===== src/rtl/sdram_arbiter.sv =====
// Round-robin arbiter sharing one SDRAM read/write port among NUM_REQ requesters.
// One transaction in flight; grant held until the controller reports completion.
module sdram_arbiter #(
  parameter int NUM_REQ = 3,
  parameter int AW      = 23,
  parameter int DW      = 32
) (
  input  logic                  i_clk,
  input  logic                  i_rst,
  input  logic [NUM_REQ-1:0]    req_read,
  input  logic [NUM_REQ-1:0]    req_write,
  input  logic [NUM_REQ*AW-1:0] req_addr,
  input  logic [NUM_REQ*DW-1:0] req_writedata,
  output logic [DW-1:0]         req_readdata,
  output logic [NUM_REQ-1:0]    req_finished,
  output logic                  sdram_read,
  output logic                  sdram_write,
  output logic [AW-1:0]         sdram_addr,
  output logic [DW-1:0]         sdram_writedata,
  input  logic [DW-1:0]         sdram_readdata,
  input  logic                  sdram_finished,
  output logic [2:0]            grant_idx,
  output logic                  busy
);

  typedef enum logic [1:0] {S_IDLE, S_BUSY, S_RELEASE} state_t;

  state_t               r_state;
  logic [2:0]           r_last;
  logic [2:0]           r_grant;
  logic                 r_busy;
  logic                 r_sdram_read;
  logic                 r_sdram_write;
  logic [AW-1:0]        r_sdram_addr;
  logic [DW-1:0]        r_sdram_writedata;
  logic [DW-1:0]        r_readdata;
  logic [NUM_REQ-1:0]   r_finished;

  logic [7:0] w_pend8;
  logic [7:0] w_rd8;
  logic [7:0] w_wr8;
  logic       w_any;
  logic [2:0] w_sel;
  logic [2:0] w_cand;

  // Widen to 8 bits so a 3-bit index is always in range for any NUM_REQ.
  assign w_rd8   = 8'(req_read);
  assign w_wr8   = 8'(req_write);
  assign w_pend8 = w_rd8 | w_wr8;

  // Scan from farthest to nearest so the nearest pending index after r_last wins.
  always_comb begin
    w_any  = 1'b0;
    w_sel  = r_last;
    w_cand = 3'd0;
    for (int k = NUM_REQ; k >= 1; k--) begin
      w_cand = 3'((int'(r_last) + k) % NUM_REQ);
      if (w_pend8[w_cand]) begin
        w_any = 1'b1;
        w_sel = w_cand;
      end
    end
  end

  always_ff @(posedge i_clk or negedge i_rst) begin
    if (!i_rst) begin
      r_state           <= S_IDLE;
      r_last            <= 3'(NUM_REQ - 1);
      r_grant           <= 3'd0;
      r_busy            <= 1'b0;
      r_sdram_read      <= 1'b0;
      r_sdram_write     <= 1'b0;
      r_sdram_addr      <= '0;
      r_sdram_writedata <= '0;
      r_readdata        <= '0;
      r_finished        <= '0;
    end else begin
      case (r_state)
        S_IDLE: begin
          if (w_any) begin
            r_sdram_write     <= w_wr8[w_sel];
            r_sdram_read      <= w_rd8[w_sel] & ~w_wr8[w_sel];
            r_sdram_addr      <= req_addr[int'(w_sel)*AW +: AW];
            r_sdram_writedata <= req_writedata[int'(w_sel)*DW +: DW];
            r_grant           <= w_sel;
            r_last            <= w_sel;
            r_busy            <= 1'b1;
            r_state           <= S_BUSY;
          end
        end
        S_BUSY: begin
          if (sdram_finished) begin
            r_sdram_read  <= 1'b0;
            r_sdram_write <= 1'b0;
            r_finished    <= NUM_REQ'(1) << r_grant;
            if (!r_sdram_write) r_readdata <= sdram_readdata;
            r_state       <= S_RELEASE;
          end
        end
        // One dead cycle lets the finished requester drop its level before re-arbitration.
        S_RELEASE: begin
          r_finished <= '0;
          r_busy     <= 1'b0;
          r_state    <= S_IDLE;
        end
        default: r_state <= S_IDLE;
      endcase
    end
  end

  assign req_readdata    = r_readdata;
  assign req_finished    = r_finished;
  assign sdram_read      = r_sdram_read;
  assign sdram_write     = r_sdram_write;
  assign sdram_addr      = r_sdram_addr;
  assign sdram_writedata = r_sdram_writedata;
  assign grant_idx       = r_grant;
  assign busy            = r_busy;

endmodule

===== config.mk =====
export PLATFORM = sky130hd
export DESIGN_NAME = sdram_arbiter
export DESIGN_NICKNAME = d
export VERILOG_FILES = /design/src/rtl/sdram_arbiter.sv
export SDC_FILE = /design/constraint.sdc
export NUM_CORES = 1
export LEC_CHECK = 0
export BUFFER_PORTS_ARGS = -buffer_cell sky130_fd_sc_hd__buf_2
export CAP_MARGIN = 20
export CORE_MARGIN = 5
export CORE_UTILIZATION = 30
export DETAILED_ROUTE_END_ITERATION = 8
export HOLD_SLACK_MARGIN = 0.03
export PLACE_DENSITY = 0.63
export SYNTH_ARGS = -nofsm -noshare
export SYNTH_HDL_FRONTEND = slang
export SYNTH_SLANG_ARGS = --single-unit

===== constraint.sdc =====
create_clock -name i_clk -period 7.1 [get_ports i_clk]
set_clock_uncertainty 0.15 [all_clocks]
set_input_delay 0.355 -clock i_clk [delete_from_list [all_inputs] [get_ports i_clk]]
set_output_delay 0.355 -clock i_clk [all_outputs]
set_load 0.05 [all_outputs]

# Yosys cells after proc, flatten, opt, wreduce, memory -nomap -nowiden

Index checks and enable logic that the tools add are counted.

Output and inout bits: 96
Logic and storage cells: 70
Bits in registers: 101

Mux-type cells: 28
Equality and inequality tests: 4
Divide/modulo/power cells: 3
Shifts and indexed selects: 3
$add $sub $neg: 3
Reduce and logical (&&, ||, !) cells: 10
Multipliers: 1
Magnitude comparators: 4
Bitwise logic cells: 4

Operators with widths:

| kind                                                                         | number |
|---|---|
| 32-bit by 3-bit modulo with 32-bit output, second input constant             | 3 |
| 96-bit by 9-bit variable part select with 32-bit output                      | 1 |
| 69-bit by 9-bit variable part select with 23-bit output                      | 1 |
| 3-bit by 4-bit less-than comparator with 1-bit output, second input constant | 4 |
| 1-bit binary-select mux with 3-bit select                                    | 5 |
| 1-bit 2-to-1 mux                                                             | 12 |
| 3-bit 2-to-1 mux                                                             | 4 |
| 3-bit by 2-bit adder with 4-bit output, second input constant                | 2 |
| 3-bit by 5-bit multiplier with 8-bit output, second input constant           | 1 |
| 2-bit AND reduction                                                          | 4 |
| 1-bit case mux with 2 select lines                                           | 3 |
| 3-bit case mux with 2 select lines                                           | 1 |
| 3-bit AND reduction                                                          | 2 |
| 2-bit nonzero test                                                           | 3 |
| 3-bit by 1-bit adder with 4-bit output, second input constant                | 1 |
| 2-bit 2-to-1 mux                                                             | 2 |
| 2-bit != test, second input constant                                         | 2 |
| 2-bit case mux with 2 select lines                                           | 1 |
| 3-bit bitwise OR                                                             | 1 |
| 1-bit by 3-bit << shifter with 3-bit output, first input constant            | 1 |
| 2-bit by 1-bit == test with 1-bit output, second input constant              | 1 |
| 2-bit == test, second input constant                                         | 1 |
| 2-bit zero test                                                              | 1 |
| 1-bit inverter                                                               | 2 |
| 1-bit bitwise AND                                                            | 1 |

# Logic depth before layout (Yosys ltp)

Gate-level depths: netlist (run 1).

Depth after elaboration: 13
Depth in mapped cells: 22

# Least setup slack after synthesis (run 1)

Ideal clock, no wire load.

Kind: register -> register
Start: reg r_last[1]
End: reg r_sdram_read (netlist: sdram_read)
Data required time: 6.830 ns
Stages on the path, launching flop included: 18
Data arrival time: 4.923 ns
Path slack: 1.907 ns
Cells stage by stage: dfstp_2 > inv_1 > ha_1 > a21oi_1 > inv_2 > ha_1 > nand2_1 > a2111oi_0 > a311oi_4 > ha_1 > or3_1 > o2111ai_1 > o311ai_1 > or3_1 > a32o_1 > buf_2 > or4b_1 > o211a_1

Longest elaborated chain between the ends: 13
Elaborated cells on any way between the ends: 28
Classes of those cells: add/sub: 3; div: 3; eq/ne: 1; mux: 18; bitwise: 2; reduce/logical: 1

Ends and longest elaborated chain:

| what                                      | line | source |
|---|---|---|
| start: declaration                        | 29   | `logic [2:0] r_last;` |
| start signal: assignment                  | 68   | `r_last <= 3'(NUM_REQ - 1);` |
| start signal: assignment                  | 86   | `r_last <= w_sel;` |
| 3-bit by 2-bit adder with 4-bit output    | 57   | `w_cand = 3'((int'(r_last) + k) % NUM_REQ);` |
| 32-bit by 3-bit modulo with 32-bit output | 57   |  |
| 1-bit binary-select mux with 3-bit select | 58   | `if (w_pend8[w_cand]) begin` |
| 1-bit 2-to-1 mux (implied by the code)    | 58   |  |
| 3-bit 2-to-1 mux (3 in a row)             | 58   |  |
| 1-bit binary-select mux with 3-bit select | 82   | `r_sdram_read <= w_rd8[w_sel] & ~w_wr8[w_sel];` |
| 1-bit 2-to-1 mux (implied by the code)    | 82   |  |
| 1-bit inverter                            | 82   |  |
| 1-bit bitwise AND                         | 82   |  |
| 1-bit 2-to-1 mux                          | 80   | `if (w_any) begin` |
| 1-bit case mux with 2 select lines        | 78   | `case (r_state)` |
| end signal: assignment                    | 82   |  |
| end: declaration                          | 32   | `logic r_sdram_read;` |

Parallel ways exist; a longest one is shown, timed or not. The select of a mux whose other input is x is not followed.
A chain may end at the register's enable or synchronous reset.

# Final worst setup path (run 1)

Start: reg r_last[1]
End: reg r_sdram_writedata[0] (netlist: sdram_writedata[0])

Longest elaborated chain between the ends: 8
Elaborated cells on any way between the ends: 20
Classes of those cells: add/sub: 3; div: 3; shift: 1; mux: 12; reduce/logical: 1

Ends and longest elaborated chain:

| what                                                                                           | line | source |
|---|---|---|
| 3-bit by 2-bit adder with 4-bit output                                                         | 57   |  |
| 32-bit by 3-bit modulo with 32-bit output                                                      | 57   |  |
| 1-bit binary-select mux with 3-bit select                                                      | 58   |  |
| 1-bit 2-to-1 mux (implied by the code)                                                         | 58   |  |
| 3-bit 2-to-1 mux or 1-bit 2-to-1 mux (tied branches) (3 in a row)                              | 58   |  |
| 96-bit by 9-bit variable part select with 32-bit output or 2-bit AND reduction (tied branches) | --   |  |
| end signal: assignment                                                                         | 84   | `r_sdram_writedata <= req_writedata[int'(w_sel)*DW +: DW];` |
| end: declaration                                                                               | 35   | `logic [DW-1:0] r_sdram_writedata;` |

Parallel ways exist; a longest one is shown, timed or not. The select of a mux whose other input is x is not followed.

==> summary.md, run 1 <==
| Metric | Value |
|---|---|
| Status | completed |
| Nets | 1116 |
| Crit share post-route | 0.880 |
| Synth top area share | 0.389 |
| Share of cells above drive strength 1 | 0.465 |
| Final-report hold violation count | 0 |
| Yosys warning count | 0 |
| Drt first pass iters | 4 |
| CP Depth | 16 |
| DIE WIDTH | 155 um |
| Crit path max-delay family | compound AO/OA/AOI/OAI gates |
| Hold_sp | sdram_readdata[0] |
| Fill cells | 2087 |
| Syn Area/Cell | 10.4 um^2 |
| Most frequent cells in the layout | buf_2, dfrtp_1, nand2_1 |
| Routed vias/inst | 4.92 |
| Max-Cap Viols | 0 |
| Largest family of logic cells by synthesized area | compound AO/OA/AOI/OAI gates |
| Post-synthesis mux area share | 0.129 |
| Routed Antenna Nets | 0 |
| Post-layout util | 0.402 |
| Reg-to-reg critical path startpoint | r_last[1] |
| Setup TNS | 0 ns |
| Clock transition at path regs | 0.08 ns |
| Max Clock Freq | 0.160 GHz |
| Hold slack | 0.0826 ns |
| Initial Util | 0.302 |
| Synth Area in Compound Gates | 0.243 |
| CTS max path bufs | 2 |
| Max FO, Critical Path | 34 |
| Worst setup path startpoint | r_last[1] |
| First-pass GRT wire length | 31.5 mm |
| DP Area | 8060 um^2 |
| Row count | 53 |
| RD Place Congestion | 0.922 |
| Io pins | 302 |
| CTS tree | done |
| FF/Latch Area | 2480 um^2 |
| Detailed Route WL | 20.1 mm |
| Most common cell after layout, fill and taps aside | buf_2 |
| Area of the multi-input gates | 3380 um^2 |
| Yosys top cell by area | dfrtp_1 |
| Setup Fix Bufs, Post-CTS | 0 |
| Number of synthesized register bits | 99 |
| Finish-stage setup viols | 0 |
| Relative slew margins | 0.433 |
| Vias after detailed routing | 5758 |
| Cts bufs inserted | 9 |
| Vias in the first global route | 5959 |
| Mapped Nets | 833 |
| Die area | 24000 um^2 |
| Element type at the critical path start | register |
| IO buf count | 301 |
| Cell Chain, Critical Path | inv_1, ha_1, a21oi_1, inv_2, ha_1, nand2_1, a2111oi_0, a311oi_4, ha_1, or3_1, o311ai_1, or3_1, a32o_1, or2_2, buf_12, o221ai_1 |
| Post-Synthesis Cells | 608 |
| Synthesized cell area | 6310 um^2 |
| RSZ-0062 raised after global routing | false |
| Seq/Total Area, Yosys | 0.393 |
| Core region area | 20900 um^2 |
| Clk sinks | 99 |
| CP endpoint kind | register |
| Avg WL per Cell | 17.1 um |
| Largest cells by area after synthesis | dfrtp_1, o221ai_2, mux2i_1 |
| Residual DRC | 0 |
| Layout Area Growth over Synthesis | 33.0% |
| Post-synthesis adder-cell area fraction | 0.0377 |
| Post-route design area | 8390 um^2 |
| Post-cts resize count | 0 |
| CP Data Required Time | 7.17 ns |
| CP max-delay cell | a2111oi_0 |
| Hold Path Class | input pin to register |
| # diodes | 0 |
| Crit path largest cell delay | 0.73 ns |
| Most frequent cell on the critical path | ha_1 |
| CP Data Arrival Time | 6.32 ns |
| R2R depth | 16 |
| Crit path buffers/inverters | 3 |
| Placed wire-length estimate | 15.4 mm |
| DRT iter0 DRCs | 328 |
| Critical path type | register to register |
| Main synth FF type | dfrtp_1 |
| Initial antenna violation count | 0 |
| Die Y | 155 um |
| Least-Margin Pin Slew | 0.851 ns |
| GRT Residual Overflow | 0 |
| Worst Setup EP | sdram_writedata[0] |
| EDFF count, synth | 0 |
| Tmin final | 6.25 ns |
| All-layer global routing usage | 0.162 |
| Distinct cells, synth | 66 |
| Worst reg2reg setup slack | 0.85 ns |
| Synth Area in XOR/XNOR | 0.0165 |
| Largest net degree at the start of global routing | 83 |
| Simple-Gate Fraction of Synth Area | 0.107 |
| Reg2reg end | sdram_writedata[0] |
| Hold buffers post-CTS | 2 |
| H-tree lvl count | 3 |
| CTS root buf | clkbuf_16 |
| Post-synth ARST share | 1.00 |
| Worst-Skew Late Latency | 0.34 ns |
| Max Slew Vio Count | 0 |
==> synth_stat cells, drive strengths merged, types with 3 or more instances <==
| cell | instances |
|---|---|
| clkbuf | 14 |
| or4b | 3 |
| ha | 19 |
| nor2b | 18 |
| nor4 | 3 |
| o31ai | 19 |
| o21ai | 14 |
| nand3 | 6 |
| o21a | 4 |
| or3 | 4 |
| o311a | 3 |
| nor2 | 12 |
| nor3 | 7 |
| xor2 | 4 |
| a21oi | 18 |
| a2111oi | 3 |
| buf | 26 |
| or2 | 3 |
| xnor2 | 4 |
| nand4 | 3 |
| inv | 61 |
| o211ai | 5 |
| mux2i | 43 |
| a21o | 3 |
| a21boi | 15 |
| nand2 | 75 |
| dfrtp | 98 |
| o221ai | 40 |
| a221oi | 16 |
| mux2 | 34 |
==> worst register-to-register path: cells and delay by family (launching register included) <==
family	cells	cell delay, ns
AO/OA/AOI/OAI	6	2.49
adder cells (fa/ha/maj)	3	1.03
flip-flops	1	0.63
buffers and inverters	3	0.67
AND/OR/NAND/NOR	4	1.15
==> worst min path at each step <==
stage          depth (start not counted)  slack (ns)                  to
2_1_floorplan                          0       -0.09                busy
3_3_place_gp                           1        0.21  sdram_writedata[5]
3_5_place_dp                           1        0.21  sdram_writedata[5]
4_1_cts                                2        0.06    req_readdata[12]
5_1_grt                                2        0.07    req_readdata[21]
6_report                               2        0.08     req_readdata[0]
==> flip-flops by register name, indices dropped and copies added, names as in the netlist <==
signal and count:
busy 1, req_finished 3, req_readdata 32, sdram_read 1, r_state 2, grant_idx 1, sdram_writedata 32, r_last 3
sdram_write 1, sdram_addr 23
==> layout make-up <==
type                    instances  share of cell area
well taps                     275              0.0410
multi-input cells             408               0.403
inverters                      61              0.0273
flip-flops and latches         99               0.295
repair buffers                312               0.196
clock inverters                 7             0.00984
clock buffers                   9              0.0268
==> through the flow <==
step / instances / setup slack, ns
floorplan: 608 / 1.91
global placement: 1153 / 1.12
detailed placement: 1153 / 0.950
CTS: 1171 / 0.944
global route: 1171 / 0.506
finish: 1171 / 0.849
==> kinds of logic (layout without fill, tap and decap cells) <==
logic type	Yosys count	count (layout)
xor+xnor	8	8
simple gates	142	142
buf+inv	101	389
mux	77	77
flops	99	99
compound gates	162	162
fa+ha+maj	19	19
==> routing by layer <==
| metal | track usage | vias up | wire [um] |
|---|---|---|---|
| li1 | - | 2799 | - |
| met1 | 0.199 | 2712 | 8390 |
| met2 | 0.273 | 231 | 9800 |
| met3 | 0.0537 | 16 | 1640 |
| met5 | 0 | - | 0 |
| met4 | 0.0421 | 0 | 249 |
Power of run 1 is left out: the tool's default activity adds up to more than one toggle a clock period on the data nets, which glitch-free logic cannot reach.
==> inputs of run 2 (changes only) <==
--- a/config.mk
+++ b/config.mk
@@ -5,6 +5,7 @@
 export SDC_FILE = /design/constraint.sdc
 export NUM_CORES = 1
 export LEC_CHECK = 0
+export ABC_AREA = 1
 export BUFFER_PORTS_ARGS = -buffer_cell sky130_fd_sc_hd__buf_2
 export CAP_MARGIN = 20
 export CORE_MARGIN = 5
==> summary.md, run 2 <==
| Metric | Value |
|---|---|
| Met2 wire length | 9.66 mm |
| # diodes | 0 |
| Nets | 1280 |
| Critical path type | register to register |
| Yosys warning count | 0 |
| Post-route design area | 8050 um^2 |
| Residual DRC | 0 |
| Worst-Skew Late Latency | 0.34 ns |
| Number of synthesized register bits | 99 |
| Distinct cells, synth | 42 |
| CP Data Arrival Time | 5.68 ns |
| Largest cells by area after synthesis | dfrtp_1, nand2_1, nand3_1 |
| Element type at the critical path start | register |
| Routed vias/inst | 4.67 |
| Core region area | 20200 um^2 |
| Max Clock Freq | 0.180 GHz |
| RD Place Congestion | 0.860 |
| Clk sinks | 99 |
| Worst reg2reg setup slack | 1.55 ns |
| EDFF count, synth | 0 |
| Seq/Total Area, Yosys | 0.406 |
| Mapped Nets | 1005 |
| Fill cells | 2083 |
| Relative slew margins | 0.372 |
| M1 wire length | 8.61 mm |
| Placed wire-length estimate | 15.5 mm |
| DRT iter0 DRCs | 365 |
| Tmin final | 5.55 ns |
| CTS max path bufs | 2 |
| Syn Area/Cell | 7.83 um^2 |
| CP max-delay cell | dfrtp_1 |
| Most frequent cell on the critical path | nand2_1 |
| Cts bufs inserted | 9 |
| Setup TNS | 0 ns |
| Crit path largest cell delay | 0.71 ns |
| Least-Margin Pin Slew | 0.942 ns |
| Setup Fix Bufs, Post-CTS | 0 |
| Post-layout util | 0.399 |
| CP endpoint kind | register |
| Post-synth ARST share | 1.00 |
| Max-Cap Viols | 0 |
| Yosys top cell by area | dfrtp_1 |
| Finish-stage setup viols | 0 |
| Synthesized cell area | 6110 um^2 |
| DR top layer | met4 |
| Status | completed |
| Top-count cell post-synth | nand2_1 |
| Layout Area Growth over Synthesis | 31.8% |
| Crit path buffers/inverters | 6 |
| DP Area | 7740 um^2 |
| Main synth FF type | dfrtp_1 |
| Post-Synthesis Cells | 780 |
| RSZ-0062 raised after global routing | false |
| Share of cells above drive strength 1 | 0.375 |
| Die area | 23300 um^2 |
| Synth top area share | 0.402 |
| CTS tree | done |
| Die Y | 153 um |
| First-pass GRT wire length | 32.1 mm |
| Final-report hold violation count | 0 |
| All-layer global routing usage | 0.168 |
| Vias after detailed routing | 6212 |
| Largest net degree at the start of global routing | 74 |
| Clock transition at path regs | 0.07 ns |
| Post-synth top cells | nand2_1, nand3_1, dfrtp_1 |
| Post-cts resize count | 0 |
| Most common cell after layout, fill and taps aside | buf_2 |
| Crit path max-delay family | simple AND/OR/NAND/NOR gates |
| Io pins | 302 |
| Crit share post-route | 0.781 |
| DIE WIDTH | 153 um |
| Routed Antenna Nets | 0 |
| Drt first pass iters | 5 |
| Max Slew Vio Count | 0 |
| Met3 wire length | 1.68 mm |
| Vias in the first global route | 6168 |
| Avg WL per Cell | 15.2 um |
| Initial Util | 0.303 |
| CTS root buf | clkbuf_16 |
| Initial antenna violation count | 0 |
| Detailed Route WL | 20.3 mm |
| GRT Residual Overflow | 0 |
| Hold slack | 0.0542 ns |
| Hold Path Class | input pin to register |
| CP Data Required Time | 7.23 ns |
| Most frequent cells in the layout | buf_2, nand2_1, nand3_1 |
| Max FO, Critical Path | 73 |
| IO buf count | 301 |
| Row count | 52 |
| H-tree lvl count | 3 |
run 2: cells by family after synthesis:
family,after synthesis,share of synthesized area
adder cells (fa/ha/maj),19,0.0389
multiplexers,33,0.0607
XOR/XNOR,2,0.00287
flip-flops,99,0.406
AND/OR/NAND/NOR,441,0.332
buffers and inverters,106,0.0822
AO/OA/AOI/OAI,80,0.0777
run 2: cell type report:
class | instances | area (um^2) | share of cell area
Multi-Input combinational cell | 575 | 3130 | 0.388
Sequential cell | 99 | 2480 | 0.308
Timing Repair Buffer | 305 | 1560 | 0.194
Tap cell | 270 | 338 | 0.0420
Inverter | 65 | 248 | 0.0308
Clock buffer | 10 | 239 | 0.0297
Clock inverter | 6 | 58.8 | 0.00731
run 2: final timing paths:
kind | startpoint | depth (start not counted) | to
setup / recovery | r_last[0] | 31 | sdram_addr[17]
hold / removal | sdram_finished | 2 | r_state[0]
setup reg to reg | r_last[0] | 31 | sdram_addr[17]
hold reg to reg | sdram_writedata[30] | 2 | sdram_writedata[30]
max in group asynchronous | i_rst | 3 | sdram_addr[9]
min in group asynchronous | i_rst | 2 | req_readdata[21]
run 2: what timing repair did:
action	CTS	global route
hold buffers	1	0
endpoints found under the setup margin	0	0
hold endpoints to repair	30	0
run 2: per-layer routing:
metal | up-vias | GRT usage
met5 | - | 0
li1 | 3104 | -
met4 | 0 | 0.0407
met3 | 15 | 0.0562
met2 | 274 | 0.284
met1 | 2819 | 0.209
run 2: metrics by stage:
stage | worst slack [ns] | cells
3_3_place_gp | 1.62 | 1312
5_1_grt | 0.892 | 1330
6_report | 1.55 | 1330
2_1_floorplan | 3.19 | 780
3_5_place_dp | 1.52 | 1313
4_1_cts | 1.49 | 1330
Power of run 2 is left out for the same reason.
